==> src/rtl/axi4l_pkg.sv <==
`default_nettype none
// ============================================================================
// Module      : axi4l_pkg
// Description : Shared types and constants for the register-file write arbiter.
// Revision    : 1.0 - initial release
// ============================================================================
package axi4l_pkg;

    localparam int RF_SRC_W_MAX = 4;
    localparam int SRC_AXI      = 0;

    typedef logic [RF_SRC_W_MAX-1:0] rf_src_t;

    typedef enum logic [0:0] {
        ST_IDLE   = 1'b0,
        ST_LOCKED = 1'b1
    } state_e;

    function automatic int src_width(input int num_hw);
        return $clog2(num_hw + 1);
    endfunction

endpackage
`default_nettype wire

==> src/rtl/rr_arbiter.sv <==
`default_nettype none
// ============================================================================
// Module      : rr_arbiter
// Description : Combinational round-robin one-hot picker, search from ptr_i.
// Revision    : 1.0 - initial release
// ============================================================================
module rr_arbiter #(
    parameter int N     = 2,
    parameter int PTR_W = 1
) (
    input  logic [N-1:0]     req_i,
    input  logic [PTR_W-1:0] ptr_i,
    input  logic             en_i,
    output logic [N-1:0]     gnt_o
);

    localparam logic [PTR_W:0] c_N = (PTR_W + 1)'(N);

    logic             w_found;
    logic [PTR_W:0]   w_sum;
    logic [PTR_W-1:0] w_idx;

    always_comb begin
        gnt_o   = '0;
        w_found = 1'b0;
        w_sum   = '0;
        w_idx   = '0;
        for (int i = 0; i < N; i++) begin
            // Wrap modulo N without a divider: ptr_i < N and i < N.
            w_sum = {1'b0, ptr_i} + (PTR_W + 1)'(i);
            if (w_sum >= c_N) begin
                w_sum = w_sum - c_N;
            end
            w_idx = w_sum[PTR_W-1:0];
            if (en_i && !w_found && req_i[w_idx]) begin
                gnt_o[w_idx] = 1'b1;
                w_found      = 1'b1;
            end
        end
    end

endmodule
`default_nettype wire

==> src/rtl/s_axi4l_rf_wr_arbiter.sv <==
`default_nettype none
// ============================================================================
// Module      : s_axi4l_rf_wr_arbiter
// Description : Shares the register-file write port between the AXI write
//               strobe (always wins) and NUM_HW round-robin/lockable requesters.
// Revision    : 1.0 - initial release
// ============================================================================
module s_axi4l_rf_wr_arbiter
    import axi4l_pkg::*;
#(
    parameter int ADDR_WIDTH = 4,
    parameter int DATA_WIDTH = 32,
    parameter int NUM_HW     = 2,
    parameter int LOCK_MAX   = 16
) (
    input  logic                             i_axi_clock,
    input  logic                             i_axi_aresetn,
    input  logic [ADDR_WIDTH-1:0]            i_axi_waddr,
    input  logic [DATA_WIDTH-1:0]            i_axi_wdata,
    input  logic                             i_axi_wvalid,
    input  logic [NUM_HW-1:0]                i_hw_req,
    input  logic [NUM_HW-1:0]                i_hw_lock,
    input  logic [NUM_HW*ADDR_WIDTH-1:0]     i_hw_addr,
    input  logic [NUM_HW*DATA_WIDTH-1:0]     i_hw_data,
    output logic [NUM_HW-1:0]                o_hw_gnt,
    output logic [ADDR_WIDTH-1:0]            o_rf_waddr,
    output logic [DATA_WIDTH-1:0]            o_rf_wdata,
    output logic                             o_rf_wvalid,
    output logic [$clog2(NUM_HW+1)-1:0]      o_rf_src,
    output logic                             o_lock_timeout
);

    localparam int SRC_W = src_width(NUM_HW);
    localparam int IDX_W = (NUM_HW > 1) ? $clog2(NUM_HW) : 1;
    localparam int CNT_W = $clog2(LOCK_MAX);
    localparam logic [CNT_W-1:0] c_CNT_MAX = CNT_W'(LOCK_MAX - 1);

    state_e                  state_q, state_d;
    logic [IDX_W-1:0]        rr_q, rr_d;
    logic [IDX_W-1:0]        owner_q, owner_d;
    logic [CNT_W-1:0]        cnt_q, cnt_d;

    logic [ADDR_WIDTH-1:0]   rf_waddr_q;
    logic [DATA_WIDTH-1:0]   rf_wdata_q;
    logic                    rf_wvalid_q;
    logic [SRC_W-1:0]        rf_src_q;

    logic [NUM_HW-1:0]       w_owner_mask;
    logic [NUM_HW-1:0]       w_arb_req;
    logic                    w_arb_en;
    logic [NUM_HW-1:0]       w_gnt;
    logic                    w_gnt_any;
    logic [IDX_W-1:0]        w_gnt_idx;
    logic [IDX_W-1:0]        w_gnt_next;
    logic [IDX_W-1:0]        w_owner_next;
    logic                    w_timeout;

    // While locked, only the owner is visible to the arbiter.
    assign w_owner_mask = NUM_HW'(1) << owner_q;
    assign w_arb_req    = (state_q == ST_LOCKED) ? (i_hw_req & w_owner_mask) : i_hw_req;
    assign w_arb_en     = !i_axi_wvalid && i_axi_aresetn;
    assign w_gnt_any    = |w_gnt;

    rr_arbiter #(
        .N     (NUM_HW),
        .PTR_W (IDX_W)
    ) u_rr_arbiter (
        .req_i (w_arb_req),
        .ptr_i (rr_q),
        .en_i  (w_arb_en),
        .gnt_o (w_gnt)
    );

    always_comb begin
        w_gnt_idx = '0;
        for (int k = 0; k < NUM_HW; k++) begin
            if (w_gnt[k]) begin
                w_gnt_idx = IDX_W'(k);
            end
        end
    end

    if (NUM_HW == 1) begin : g_rr_single
        assign w_gnt_next   = '0;
        assign w_owner_next = '0;
    end else begin : g_rr_multi
        assign w_gnt_next   = (w_gnt_idx == IDX_W'(NUM_HW - 1)) ? '0 : w_gnt_idx + 1'b1;
        assign w_owner_next = (owner_q   == IDX_W'(NUM_HW - 1)) ? '0 : owner_q + 1'b1;
    end

    always_ff @(posedge i_axi_clock or negedge i_axi_aresetn) begin
        if (!i_axi_aresetn) begin
            state_q <= ST_IDLE;
            rr_q    <= '0;
            owner_q <= '0;
            cnt_q   <= '0;
        end else begin
            state_q <= state_d;
            rr_q    <= rr_d;
            owner_q <= owner_d;
            cnt_q   <= cnt_d;
        end
    end

    always_comb begin
        state_d = state_q;
        rr_d    = rr_q;
        owner_d = owner_q;
        cnt_d   = cnt_q;
        case (state_q)
            ST_IDLE: begin
                if (w_gnt_any) begin
                    rr_d = w_gnt_next;
                    if (i_hw_lock[w_gnt_idx]) begin
                        state_d = ST_LOCKED;
                        owner_d = w_gnt_idx;
                        cnt_d   = '0;
                    end
                end
            end
            ST_LOCKED: begin
                if (cnt_q != c_CNT_MAX) begin
                    cnt_d = cnt_q + 1'b1;
                end
                // A grant in the timeout cycle is still honoured; only the lock ends.
                if (w_timeout || !i_hw_req[owner_q] ||
                    (w_gnt_any && !i_hw_lock[owner_q])) begin
                    state_d = ST_IDLE;
                    rr_d    = w_owner_next;
                    cnt_d   = '0;
                end
            end
            default: begin
                state_d = ST_IDLE;
            end
        endcase
    end

    always_comb begin
        o_hw_gnt  = w_gnt;
        w_timeout = (state_q == ST_LOCKED) && (cnt_q == c_CNT_MAX);
    end

    assign o_lock_timeout = w_timeout;

    always_ff @(posedge i_axi_clock or negedge i_axi_aresetn) begin
        if (!i_axi_aresetn) begin
            rf_wvalid_q <= 1'b0;
            rf_waddr_q  <= '0;
            rf_wdata_q  <= '0;
            rf_src_q    <= '0;
        end else begin
            rf_wvalid_q <= i_axi_wvalid || w_gnt_any;
            if (i_axi_wvalid) begin
                rf_waddr_q <= i_axi_waddr;
                rf_wdata_q <= i_axi_wdata;
                rf_src_q   <= SRC_W'(SRC_AXI);
            end else if (w_gnt_any) begin
                rf_waddr_q <= i_hw_addr[w_gnt_idx*ADDR_WIDTH +: ADDR_WIDTH];
                rf_wdata_q <= i_hw_data[w_gnt_idx*DATA_WIDTH +: DATA_WIDTH];
                rf_src_q   <= SRC_W'(w_gnt_idx) + SRC_W'(1);
            end
        end
    end

    assign o_rf_wvalid = rf_wvalid_q;
    assign o_rf_waddr  = rf_waddr_q;
    assign o_rf_wdata  = rf_wdata_q;
    assign o_rf_src    = rf_src_q;

endmodule
`default_nettype wire

==> config.mk <==
export PLATFORM = sky130hd
export DESIGN_NAME = s_axi4l_rf_wr_arbiter
export DESIGN_NICKNAME = d
export VERILOG_FILES = /design/src/rtl/axi4l_pkg.sv /design/src/rtl/rr_arbiter.sv /design/src/rtl/s_axi4l_rf_wr_arbiter.sv
export SDC_FILE = /design/constraint.sdc
export NUM_CORES = 1
export LEC_CHECK = 0
export BUFFER_PORTS_ARGS = -buffer_cell sky130_fd_sc_hd__buf_4
export CORE_UTILIZATION = 30
export CTS_CLUSTER_SIZE = 25
export DETAILED_ROUTE_END_ITERATION = 10
export GPL_TIMING_DRIVEN = 0
export MAX_ROUTING_LAYER = met4
export SETUP_SLACK_MARGIN = 0.3
export SLEW_MARGIN = 10
export SYNTH_ARGS = -nofsm -noshare
export SYNTH_HDL_FRONTEND = slang
export SYNTH_SLANG_ARGS = --single-unit
==> constraint.sdc <==
create_clock -name i_axi_clock -period 1.7 [get_ports i_axi_clock]
set_input_delay 0.425 -clock i_axi_clock [delete_from_list [all_inputs] [get_ports i_axi_clock]]
set_output_delay 0.425 -clock i_axi_clock [all_outputs]
set_load 0.005 [all_outputs]
==> summary.md, run 1 <==
| Metric | Value |
|---|---|
| Most numerous cell in the Yosys netlist | dfrtp_1 |
| Antenna Nets Post-Route | 0 |
| Clk_lat worst skew | 0.29 ns |
| Layout cell share with drive strength beyond 1 | 66.6% |
| RSZ-0062 raised after global routing | true |
| Detail Route met2 WL | 4660 microns |
| Area delta synth->final | 89.6% |
| Nets | 546 |
| R2r startpoint | state_q |
| Global-route wire length before repair | 12800 microns |
| Synth Cell Area | 2550 sq um |
| TritonCTS clock tree | yes |
| Placed Cells incl. Taps | 487 |
| Met3 wire length | 562 microns |
| Core box area | 8220 sq um |
| Gr usage total | 19.3% |
| Starting Density | 31.0% |
| Post-synthesis sequential element count | 46 |
| Via count | 2664 |
| # IOs | 157 |
| Final Hold Vio Count | 0 |
| Residual DRC | 0 |
| DRT iter0 DRCs | 53 |
| Worst Path Required | 1.27 ns |
| Final setup vio count | 20 |
| TritonCTS sink count | 46 |
| Mapped Nets | 342 |
| Avg Synthesized Cell Area | 11.3 sq um |
| Metal1 wirelength | 3640 microns |
| Maxcap violations | 0 |
| Post-DP HPWL | 5710 microns |
| Power density cells | 808 nW/um^2 |
| LEAKAGE | 2.18 nW |
| DR top layer | met4 |
| Final Max Slew Viols | 0 |
| Crit end category | primary output |
| H-Tree Depth | 2 |
| Max rail drop VDD | 0.407 mV |
| Post-route non-filler standard cell count | 536 |
| Die Y | 94.2 microns |
| Failing checks | setup timing |
| CTS Buf Count | 5 |
| Run status | complete, but fails checks |
| Synth top cells by count | 46 x dfrtp_1, 36 x mux2i_1, 30 x o21ai_1 |
| Vias in the first global route | 2538 |
| PortBufs | 156 |
| Largest net degree at the start of global routing | 52 |
| Async SR Flop Fraction | 100% |
| Die area | 8870 sq um |
| Gr ovfl total | 0 |
| Synth unique cells | 38 |
| Clock-pin slew on the worst setup and hold paths | 0.09 ns |
| Deepest clock path buffer count | 2 |
| Diode count | 0 |
| Register area share after synthesis | 45.1% |
| Max Fclk | 551 MHz |
| Total power draw | 3.91 mW |
| Hold crit path type | primary input to async pin |
| Die W | 94.2 microns |
| Synth Warn # | 0 |
| FP Rows | 33 |
| EDFF count, synth | 0 |
| Final min period | 1.81 ns |
| CP Launch Point | state_q |
| Final worst slack | -0.114 ns |
| Syn Inst Count | 226 |
| WHS | 0.0661 ns |
| Routed len/inst | 16.7 microns |
| Core Util, Final | 58.8% |
| Worst slack, placed | -0.649 ns |
| Most used DFF post-synth | dfrtp_1 |
| Top-area cell type share of the netlist area | 45.1% |
| Ranking of synthesized cells by area | dfrtp_1 45%, mux2i_1 14%, a22oi_1 7.7%, o21ai_1 5.9%, a22oi_2 4.9% |
| Clk_skew | 0.0103 ns |
| Root Driver | clkbuf_8 |
| Max_slew headroom | 74.7% |
| Drt first pass iters | 4 |
| Worst Path Arrival | 1.39 ns |
| Startpoint Class | flop |
| Placer Congestion | 0.856 |
| WL final | 8930 microns |
| Final worst path period share | 107% |
| Worst-Margin Slew | 0.374 ns |
| Worst-path maximum fanout | 5 |
| Initial antenna violation count | 0 |
| Critical path class | flop to primary output |
| Vias/cell | 4.97 |
| Cell taking the most area after synthesis | dfrtp_1 |
power breakdown:
group / switching [mW] / total [mW] / internal [mW]
sequential: 0.145 / 1.41 / 1.26
combinational: 0.680 / 1.70 / 1.02
clock: 0.372 / 0.805 / 0.433
total: 1.20 / 3.91 / 2.71
cells by family after synthesis:
kind of cell	Yosys count	share of synthesized area [%]
mux	39	15.5
simple gates	30	8.54
fa+ha+maj	1	0.491
compound gates	91	25.2
buf+inv	19	5.15
flops	46	45.1
cell type report:
class / count / area [sq um]
buffer: 17 / 218
sequential: 46 / 1150
inverter: 2 / 10.0
timing repair buffer: 197 / 1680
clock inverter: 3 / 40.0
multi-input combinational: 161 / 1530
fill: 738 / 3380
clock buffer: 5 / 68.8
tap: 105 / 131
per-stage QoR:
step           cell area, sq um  TNS, ns
3_3_place_gp               3870   -21.51
6_report                   4830   -0.798
5_1_grt                    4830    -2.80
3_5_place_dp               3870   -22.03
4_1_cts                    4500   -0.595
2_1_floorplan              2570        0
timing repair:
| item | 4_1_cts | 5_1_grt |
|---|---|---|
| gates resized for setup | 54 | 53 |
| endpoints found under the setup margin | 49 | 49 |
| pin swaps | 13 | 19 |
| hold endpoints to repair | 46 | 46 |
| cloned | 4 | 3 |
| buffers inserted | 27 | 5 |
cells in the final DEF, fill, tap and decap left out, types with 2 or more instances in the layout:
cell | synthesis | routed
buf_6 | 6 | 10
nor4b_1 | 2 | 2
nand2_1 | 4 | 2
buf_4 | 3 | 179
a22o_1 | 2 | 2
dfrtp_2 | 0 | 2
nand3b_1 | 3 | 3
mux2i_1 | 36 | 30
a21o_1 | 3 | 2
nor3_4 | 1 | 5
nand2_2 | 0 | 2
mux2i_2 | 0 | 5
nand3_4 | 0 | 3
buf_8 | 0 | 3
o21ai_2 | 0 | 2
o21ai_1 | 30 | 35
clkbuf_2 | 0 | 2
dfrtp_1 | 46 | 44
a22oi_1 | 26 | 5
buf_2 | 3 | 2
clkinv_2 | 0 | 2
a22oi_2 | 10 | 31
buf_16 | 0 | 4
a21oi_1 | 5 | 5
mux2_2 | 3 | 3
clkbuf_8 | 0 | 6
buf_12 | 0 | 8
clkbuf_16 | 0 | 3
nor2_1 | 5 | 3
worst paths after layout:
| path | to | slack [ns] | cells after the start |
|---|---|---|---|
| max in group asynchronous | o_rf_wdata[18] | 0.91 | 2 |
| setup reg to reg | o_rf_wdata[9] | -0.06 | 9 |
| hold / removal | o_rf_wdata[30] | 0.07 | 2 |
| hold reg to reg | o_rf_src[1] | 0.49 | 1 |
| min in group i_axi_clock | o_rf_wdata[30] | 0.37 | 3 |
| setup / recovery | o_hw_gnt[1] | -0.11 | 5 |
flip-flops by register name, indices dropped and copies added, names as in the netlist:
signal,flops
o_rf_src,2
state_q,1
owner_q,1
rr_q,1
o_rf_waddr,4
o_rf_wvalid,1
cnt_q,4
o_rf_wdata,32
metal layers:
layer,vias to the layer above,global-route usage [%]
met4,0,3.85
li1,1277,-
met2,103,34.7
met3,6,2.99
met1,1278,22.6
met5,-,-
critical path: stages, from the launching register on:
cell     delay, ns
dfrtp_1       0.40
buf_6         0.14
nor3b_4       0.25
nor3_4        0.08
buf_4         0.14
buf_6         0.10
Note: power is estimated with default switching activity, not from simulation.
==> run 2, diff against run 1 <==
--- a/config.mk
+++ b/config.mk
@@ -6,11 +6,12 @@
 export NUM_CORES = 1
 export LEC_CHECK = 0
 export BUFFER_PORTS_ARGS = -buffer_cell sky130_fd_sc_hd__buf_4
-export CORE_UTILIZATION = 30
+export CORE_UTILIZATION = 35
 export CTS_CLUSTER_SIZE = 25
 export DETAILED_ROUTE_END_ITERATION = 10
 export GPL_TIMING_DRIVEN = 0
 export MAX_ROUTING_LAYER = met4
+export PLACE_DENSITY = 0.7
 export SETUP_SLACK_MARGIN = 0.3
 export SLEW_MARGIN = 10
 export SYNTH_ARGS = -nofsm -noshare
==> run 2 against run 1 <==
Against the previous run: the run ends with hold timing, setup timing left; via count is 2.6% higher; cell count down 0.19%; first-iteration DRC count increased by 23%; sequential share of layout area fell by 0.18 points; sequential cell count is the same; largest power group unchanged.
==> summary.md, run 2 (synthesis gave the netlist of run 1 again) <==
| Metric | Value |
|---|---|
| WL final | 8920 microns (was 8930 microns) |
| LEAKAGE | 2.22 nW (was 2.18 nW) |
| Run status | complete, but fails checks (unchanged) |
| Maxcap violations | 0 (unchanged) |
| FP Rows | 30 (was 33) |
| Area delta synth->final | 91.0% (was 89.6%) |
| Final setup vio count | 30 (was 20) |
| Gr ovfl total | 0 (unchanged) |
| Max Fclk | 555 MHz (was 551 MHz) |
| Starting Density | 36.9% (was 31.0%) |
| RSZ-0062 raised after global routing | true (unchanged) |
| Max_slew headroom | 73.7% (was 74.7%) |
| Reg area | 1150 sq um (unchanged) |
| Die Y | 87.4 microns (was 94.2 microns) |
| Routed len/inst | 16.7 microns (about the same) |
| Layout cell share with drive strength beyond 1 | 66.3% (was 66.6%) |
| Final Max Slew Viols | 0 (unchanged) |
| Root Driver | clkbuf_8 (unchanged) |
| Drt first pass iters | 4 (unchanged) |
| Post-DP HPWL | 5620 microns (was 5710 microns) |
| Slowest cell on the critical path | dfrtp_1 (unchanged) |
| Startpoint Class | flop (unchanged) |
| Vias in the first global route | 2818 (was 2538) |
| Diode count | 0 (unchanged) |
| Max stage delay on crit path | 0.37 ns (was 0.40 ns) |
| Final min period | 1.80 ns (was 1.81 ns) |
| Clk_skew | 0.00656 ns (was 0.0103 ns) |
| TritonCTS sink count | 46 (unchanged) |
| Deepest clock path buffer count | 2 (unchanged) |
| CTS Buf Count | 5 (unchanged) |
| Max reg flops | 32 (unchanged) |
| TritonCTS clock tree | yes (unchanged) |
| Worst reg2reg path depth | 10 (was 9) |
| Crit Reg-Reg Endpoint | o_rf_wdata[23] (was o_rf_wdata[9]) |
| Worst slack, placed | -0.630 ns (was -0.649 ns) |
| # IOs | 157 (unchanged) |
| Leading cell type in the layout, fill and taps excluded | buf_4 (unchanged) |
| Hold crit path type | primary input to async pin (unchanged) |
| WHS | -0.0390 ns (was 0.0661 ns) |
| Worst-Margin Slew | 0.393 ns (was 0.374 ns) |
| Failing checks | hold timing, setup timing (was setup timing) |
| Fillers | 547 (was 738) |
| Multi-input gate area | 1500 sq um (was 1530 sq um) |
| Initial antenna violation count | 0 (unchanged) |
| Vias/cell | 5.11 (was 4.97) |
| H-Tree Depth | 2 (unchanged) |
| Setup TNS | -1.40 ns (was -0.798 ns) |
| Worst-path maximum fanout | 5 (unchanged) |
| R2r startpoint | state_q (unchanged) |
| Antenna Nets Post-Route | 0 (unchanged) |
| CP Launch Point | state_q (unchanged) |
| Worst Path Required | 1.27 ns (about the same) |
| Placer Congestion | 0.859 (was 0.856) |
| Flop2flop setup slack | -0.09 ns (was -0.06 ns) |
| Most frequent CP cell | nor2_1 (was buf_6) |
| Residual DRC | 0 (unchanged) |
| Critical path class | flop to primary output (unchanged) |
| Final worst path period share | 106% (was 107%) |
| Worst path depth | 5 (unchanged) |
| DRT iter0 DRCs | 65 (was 53) |
| Final worst slack | -0.101 ns (was -0.114 ns) |
| Largest net degree at the start of global routing | 52 (unchanged) |
| Worst Path Arrival | 1.38 ns (was 1.39 ns) |
| Global-route wire length before repair | 13700 microns (was 12800 microns) |
| Power density cells | 811 nW/um^2 (was 808 nW/um^2) |
| Max rail drop VDD | 0.509 mV (was 0.407 mV) |
| CP top delay family | simple AND/OR/NAND/NOR gates (was flip-flops) |
| Clock-pin slew on the worst setup and hold paths | 0.09 ns (about the same) |
| Nets | 554 (was 546) |
| Final Hold Vio Count | 46 (was 0) |
| Die W | 87.4 microns (was 94.2 microns) |
| Crit end category | primary output (unchanged) |
| CP bufs+invs | 2 (was 3) |
| Clk_lat worst skew | 0.31 ns (was 0.29 ns) |
| PortBufs | 156 (unchanged) |
| Die area | 7630 sq um (was 8870 sq um) |
| Most frequent cells in the layout | 178 x buf_4, 44 x dfrtp_1, 33 x mux2i_1 (was 179 x buf_4, 44 x dfrtp_1, 35 x o21ai_1) |
| Crit-path cells | buf_6 -> nor2b_4 -> nor2_1 -> nor2_1 -> buf_4 (was buf_6 -> nor3b_4 -> nor3_4 -> buf_4 -> buf_6) |
| Via count | 2732 (was 2664) |
| Gr usage total | 24.1% (was 19.3%) |
| Core box area | 6910 sq um (was 8220 sq um) |
==> run 2: cell count changes in the layout (fill, tap and decap cells not counted), moves of 2 or more <==
cell	change
a22oi_1	+3
a22oi_2	-3
buf_6	+9
clkbuf_16	-2
clkbuf_8	+4
clkinv_2	-2
mux2i_1	+3
mux2i_2	-2
nand2_2	-2
nor3_2	+2
nor3_4	-2
o21ai_1	-3
o21ai_2	+3
==> run 2: metrics by stage <==
step	util (%)	total power [mW]	std cells	hold slack (ns)	cell area (sq um)
2_1_floorplan	-	2.00	226	0.129	2570
3_3_place_gp	55.9	2.52	478	0.477	3860
3_5_place_dp	55.9	2.55	478	0.489	3860
4_1_cts	68.4	3.86	527	-0.00874	4730
5_1_grt	70.5	4.17	535	-0.0304	4870
6_report	70.5	3.95	535	-0.0390	4870
==> run 2: layout make-up <==
| type | count | area share [%] |
|---|---|---|
| Clock buffer | 6 | 1.49 |
| Multi-Input combinational cell | 162 | 30.8 |
| Inverter | 2 | 0.205 |
| Timing Repair Buffer | 204 | 36.0 |
| Sequential cell | 46 | 23.7 |
| Tap cell | 96 | 2.47 |
| Buffer | 17 | 4.60 |
| Clock inverter | 2 | 0.771 |
==> run 2: metal layers <==
layer,track usage (%),vias to the layer above,share of wire [%]
li1,-,1300,-
met1,29.1,1310,41
met2,43.0,117,52
met3,3.70,5,6.3
met4,4.47,0,0.49
met5,-,-,0
==> run 2: report_power, final <==
group / total, mW / internal, mW / switching [mW]
Sequential: 1.40 / 1.26 / 0.143
Combinational: 1.70 / 1.04 / 0.666
Clock: 0.844 / 0.440 / 0.405
Total: 3.95 / 2.74 / 1.21
==> run 2: worst max-delay path by stage <==
stage,to
detailed placement,cnt_q[0]
global route,o_rf_wdata[23]
CTS,o_hw_gnt[1]
floorplan,o_rf_wdata[10]
global placement,cnt_q[0]
finish,o_hw_gnt[0]
==> run 2: timing repair <==
action	in CTS	in global routing
endpoints found under the hold margin	36	46
setup buffers	31	8
cloned	10	0
pin swaps	22	23
resized for setup	85	22
setup endpoints to repair	49	49
==> run 3, diff against run 2 <==
--- a/config.mk
+++ b/config.mk
@@ -6,12 +6,13 @@
 export NUM_CORES = 1
 export LEC_CHECK = 0
 export BUFFER_PORTS_ARGS = -buffer_cell sky130_fd_sc_hd__buf_4
-export CORE_UTILIZATION = 35
+export CAP_MARGIN = 20
+export CORE_UTILIZATION = 39
 export CTS_CLUSTER_SIZE = 25
 export DETAILED_ROUTE_END_ITERATION = 10
 export GPL_TIMING_DRIVEN = 0
 export MAX_ROUTING_LAYER = met4
-export PLACE_DENSITY = 0.7
+export PLACE_DENSITY = 0.77
 export SETUP_SLACK_MARGIN = 0.3
 export SLEW_MARGIN = 10
 export SYNTH_ARGS = -nofsm -noshare
==> run 3 against run 2 <==
Against the previous run: the run still ends with hold timing, setup timing left; hold slack better by 0.0091 ns; cell count fell by 4.5%; non-clock buffer count down 4; clock skew increased by 0.0037 ns; routed wire length is 1.7% higher; global-route usage up 1.3 points; first-iteration DRC count fell by 4.6%; sequential cell count stayed put; total power down 3.7%; via count shrank 0.33%; largest cell class unchanged; largest power group unchanged; highest routed layer unchanged.
==> summary.md, run 3 (synthesis gave the netlist of run 1 again) <==
| Metric | Value |
|---|---|
| Run status | complete, but fails checks (unchanged) |
| Failing checks | hold timing, setup timing (unchanged) |
| Global-route wire length before repair | 13700 microns (about the same) |
| Final Cell Area | 4890 sq um (was 4870 sq um) |
| LEAKAGE | 2.21 nW (was 2.22 nW) |
| Met1 global-route usage | 30.3% (was 29.1%) |
| Final worst slack | -0.127 ns (was -0.101 ns) |
| Final min period | 1.83 ns (was 1.80 ns) |
| Clk_skew | 0.0102 ns (was 0.00656 ns) |
| Max_slew headroom | 75.4% (was 73.7%) |
| Max Fclk | 547 MHz (was 555 MHz) |
| Setup TNS | -0.639 ns (was -1.40 ns) |
| Area delta synth->final | 91.8% (was 91.0%) |
| Area after DPL | 3830 sq um (was 3860 sq um) |
| Gr usage total | 25.4% (was 24.1%) |
| CTS Buf Count | 5 (unchanged) |
| Die area | 6870 sq um (was 7630 sq um) |
| Via count | 2723 (was 2732) |
| Deepest clock path buffer count | 2 (unchanged) |
| TritonCTS clock tree | yes (unchanged) |
| Core box area | 6310 sq um (was 6910 sq um) |
| Vias/cell | 5.33 (was 5.11) |
| H-Tree Depth | 2 (unchanged) |
| Met2 usage | 44.9% (was 43.0%) |
| Most frequent cells in the layout | 177 x buf_4, 44 x dfrtp_1, 31 x a22oi_2 (was 178 x buf_4, 44 x dfrtp_1, 33 x mux2i_1) |
| Layout cell share with drive strength beyond 1 | 72.6% (was 66.3%) |
| TritonCTS sink count | 46 (unchanged) |
| Reg area | 1150 sq um (unchanged) |
| RSZ-0062 raised after global routing | true (unchanged) |
| GR Layer Usage met3 | 4.87% (was 3.70%) |
| Grt peak-use layer | met2 (unchanged) |
| Clock-pin slew on the worst setup and hold paths | 0.08 ns (was 0.09 ns) |
| Final worst path period share | 107% (was 106%) |
| Worst Path Required | 1.27 ns (about the same) |
| Clk_lat worst skew | 0.28 ns (was 0.31 ns) |
| PortBufs | 156 (unchanged) |
| Largest net degree at the start of global routing | 52 (unchanged) |
| Root Driver | clkbuf_8 (unchanged) |
| R2r startpoint | state_q (unchanged) |
| Final Hold Vio Count | 15 (was 46) |
| CP Launch Point | state_q (unchanged) |
| # IOs | 157 (unchanged) |
| Post-route non-filler standard cell count | 511 (was 535) |
| Vias in the first global route | 2818 (unchanged) |
| Nets | 550 (was 554) |
| Hold crit path type | primary input to async pin (unchanged) |
| Leading cell type in the layout, fill and taps excluded | buf_4 (unchanged) |
| Worst Path Arrival | 1.40 ns (was 1.38 ns) |
| Fillers | 417 (was 547) |
| Power density cells | 778 nW/um^2 (was 811 nW/um^2) |
| Die Y | 82.9 microns (was 87.4 microns) |
| Drt first pass iters | 4 (unchanged) |
| Flop2flop setup slack | -0.07 ns (was -0.09 ns) |
| Worst reg2reg path depth | 8 (was 10) |
| Crit Reg-Reg Endpoint | cnt_q[2] (was o_rf_wdata[23]) |
| CP endpoint | o_hw_gnt[1] (was o_hw_gnt[0]) |
| Multi-input gate area | 1640 sq um (was 1500 sq um) |
| Post-DP HPWL | 5750 microns (was 5620 microns) |
| Max reg flops | 32 (unchanged) |
| Placed Cells incl. Taps | 459 (was 478) |
| Starting Density | 40.4% (was 36.9%) |
| Residual DRC | 0 (unchanged) |
| WHS | -0.0299 ns (was -0.0390 ns) |
| Die W | 82.9 microns (was 87.4 microns) |
| Worst-path maximum fanout | 3 (was 5) |
| Max rail drop VDD | 0.804 mV (was 0.509 mV) |
| Placer Congestion | 0.818 (was 0.859) |
| Core Util, Final | 77.5% (was 70.5%) |
| Diode count | 0 (unchanged) |
| Final Max Slew Viols | 0 (unchanged) |
| Worst-Margin Slew | 0.367 ns (was 0.393 ns) |
| Routed len/inst | 17.8 microns (was 16.7 microns) |
| Startpoint Class | flop (unchanged) |
| DRT iter0 DRCs | 62 (was 65) |
| Final setup vio count | 22 (was 30) |
| FP Rows | 29 (was 30) |
| Maxcap violations | 0 (unchanged) |
| Gr ovfl total | 0 (unchanged) |
| Antenna Nets Post-Route | 0 (unchanged) |
| Initial antenna violation count | 0 (unchanged) |
| Critical path class | flop to primary output (unchanged) |
| WL final | 9070 microns (was 8920 microns) |
| Crit end category | primary output (unchanged) |
run 3: worst min-delay path by stage:
stage | end | slack (ns)
after floorplan | cnt_q[0] | 0.13
after global placement | o_rf_src[1] | 0.47
after detailed placement | o_rf_src[1] | 0.48
after CTS | o_rf_wdata[13] | -0.01
after global routing | o_rf_wdata[13] | -0.02
final | o_rf_wdata[13] | -0.03
run 3: through the flow:
stage               setup slack, ns  total power [mW]
detailed placement           -0.619              2.55
global route                 -0.210              3.99
floorplan                     0.192              2.00
finish                       -0.127              3.80
global placement             -0.583              2.51
CTS                          -0.160              3.50
run 3: final cells by class:
class,count,area share [%]
inverter,2,0.205
sequential,46,23.6
multi-input combinational,162,33.4
buffer,17,4.50
clock buffer,7,1.56
tap,77,1.97
timing repair buffer,200,34.7
run 3: power breakdown:
part | total [mW] | leakage, nW | switching (mW) | internal, mW
sequential | 1.41 | 0.565 | 0.153 | 1.26
clock | 0.629 | 0.0383 | 0.345 | 0.284
combinational | 1.76 | 1.61 | 0.709 | 1.05
run 3: routing by layer:
metal	wire length [microns]	share of wire, %
met5	0	0
met4	131	1.4
met3	589	6.5
met2	4730	52
met1	3620	40
run 3: what timing repair did:
item / in CTS / in global routing
buffers inserted: 24 / 12
setup endpoints to repair: 49 / 49
resized for setup: 77 / 62
pin swaps: 11 / 36
hold endpoints to repair: 34 / 33
cloned: 5 / 4
run 3: critical path, cell delays in order, from the launching register on:
cell	delay, ns
dfrtp_1	0.40
buf_6	0.14
nor3b_4	0.26
nor3_4	0.08
buf_4	0.14
buf_6	0.10
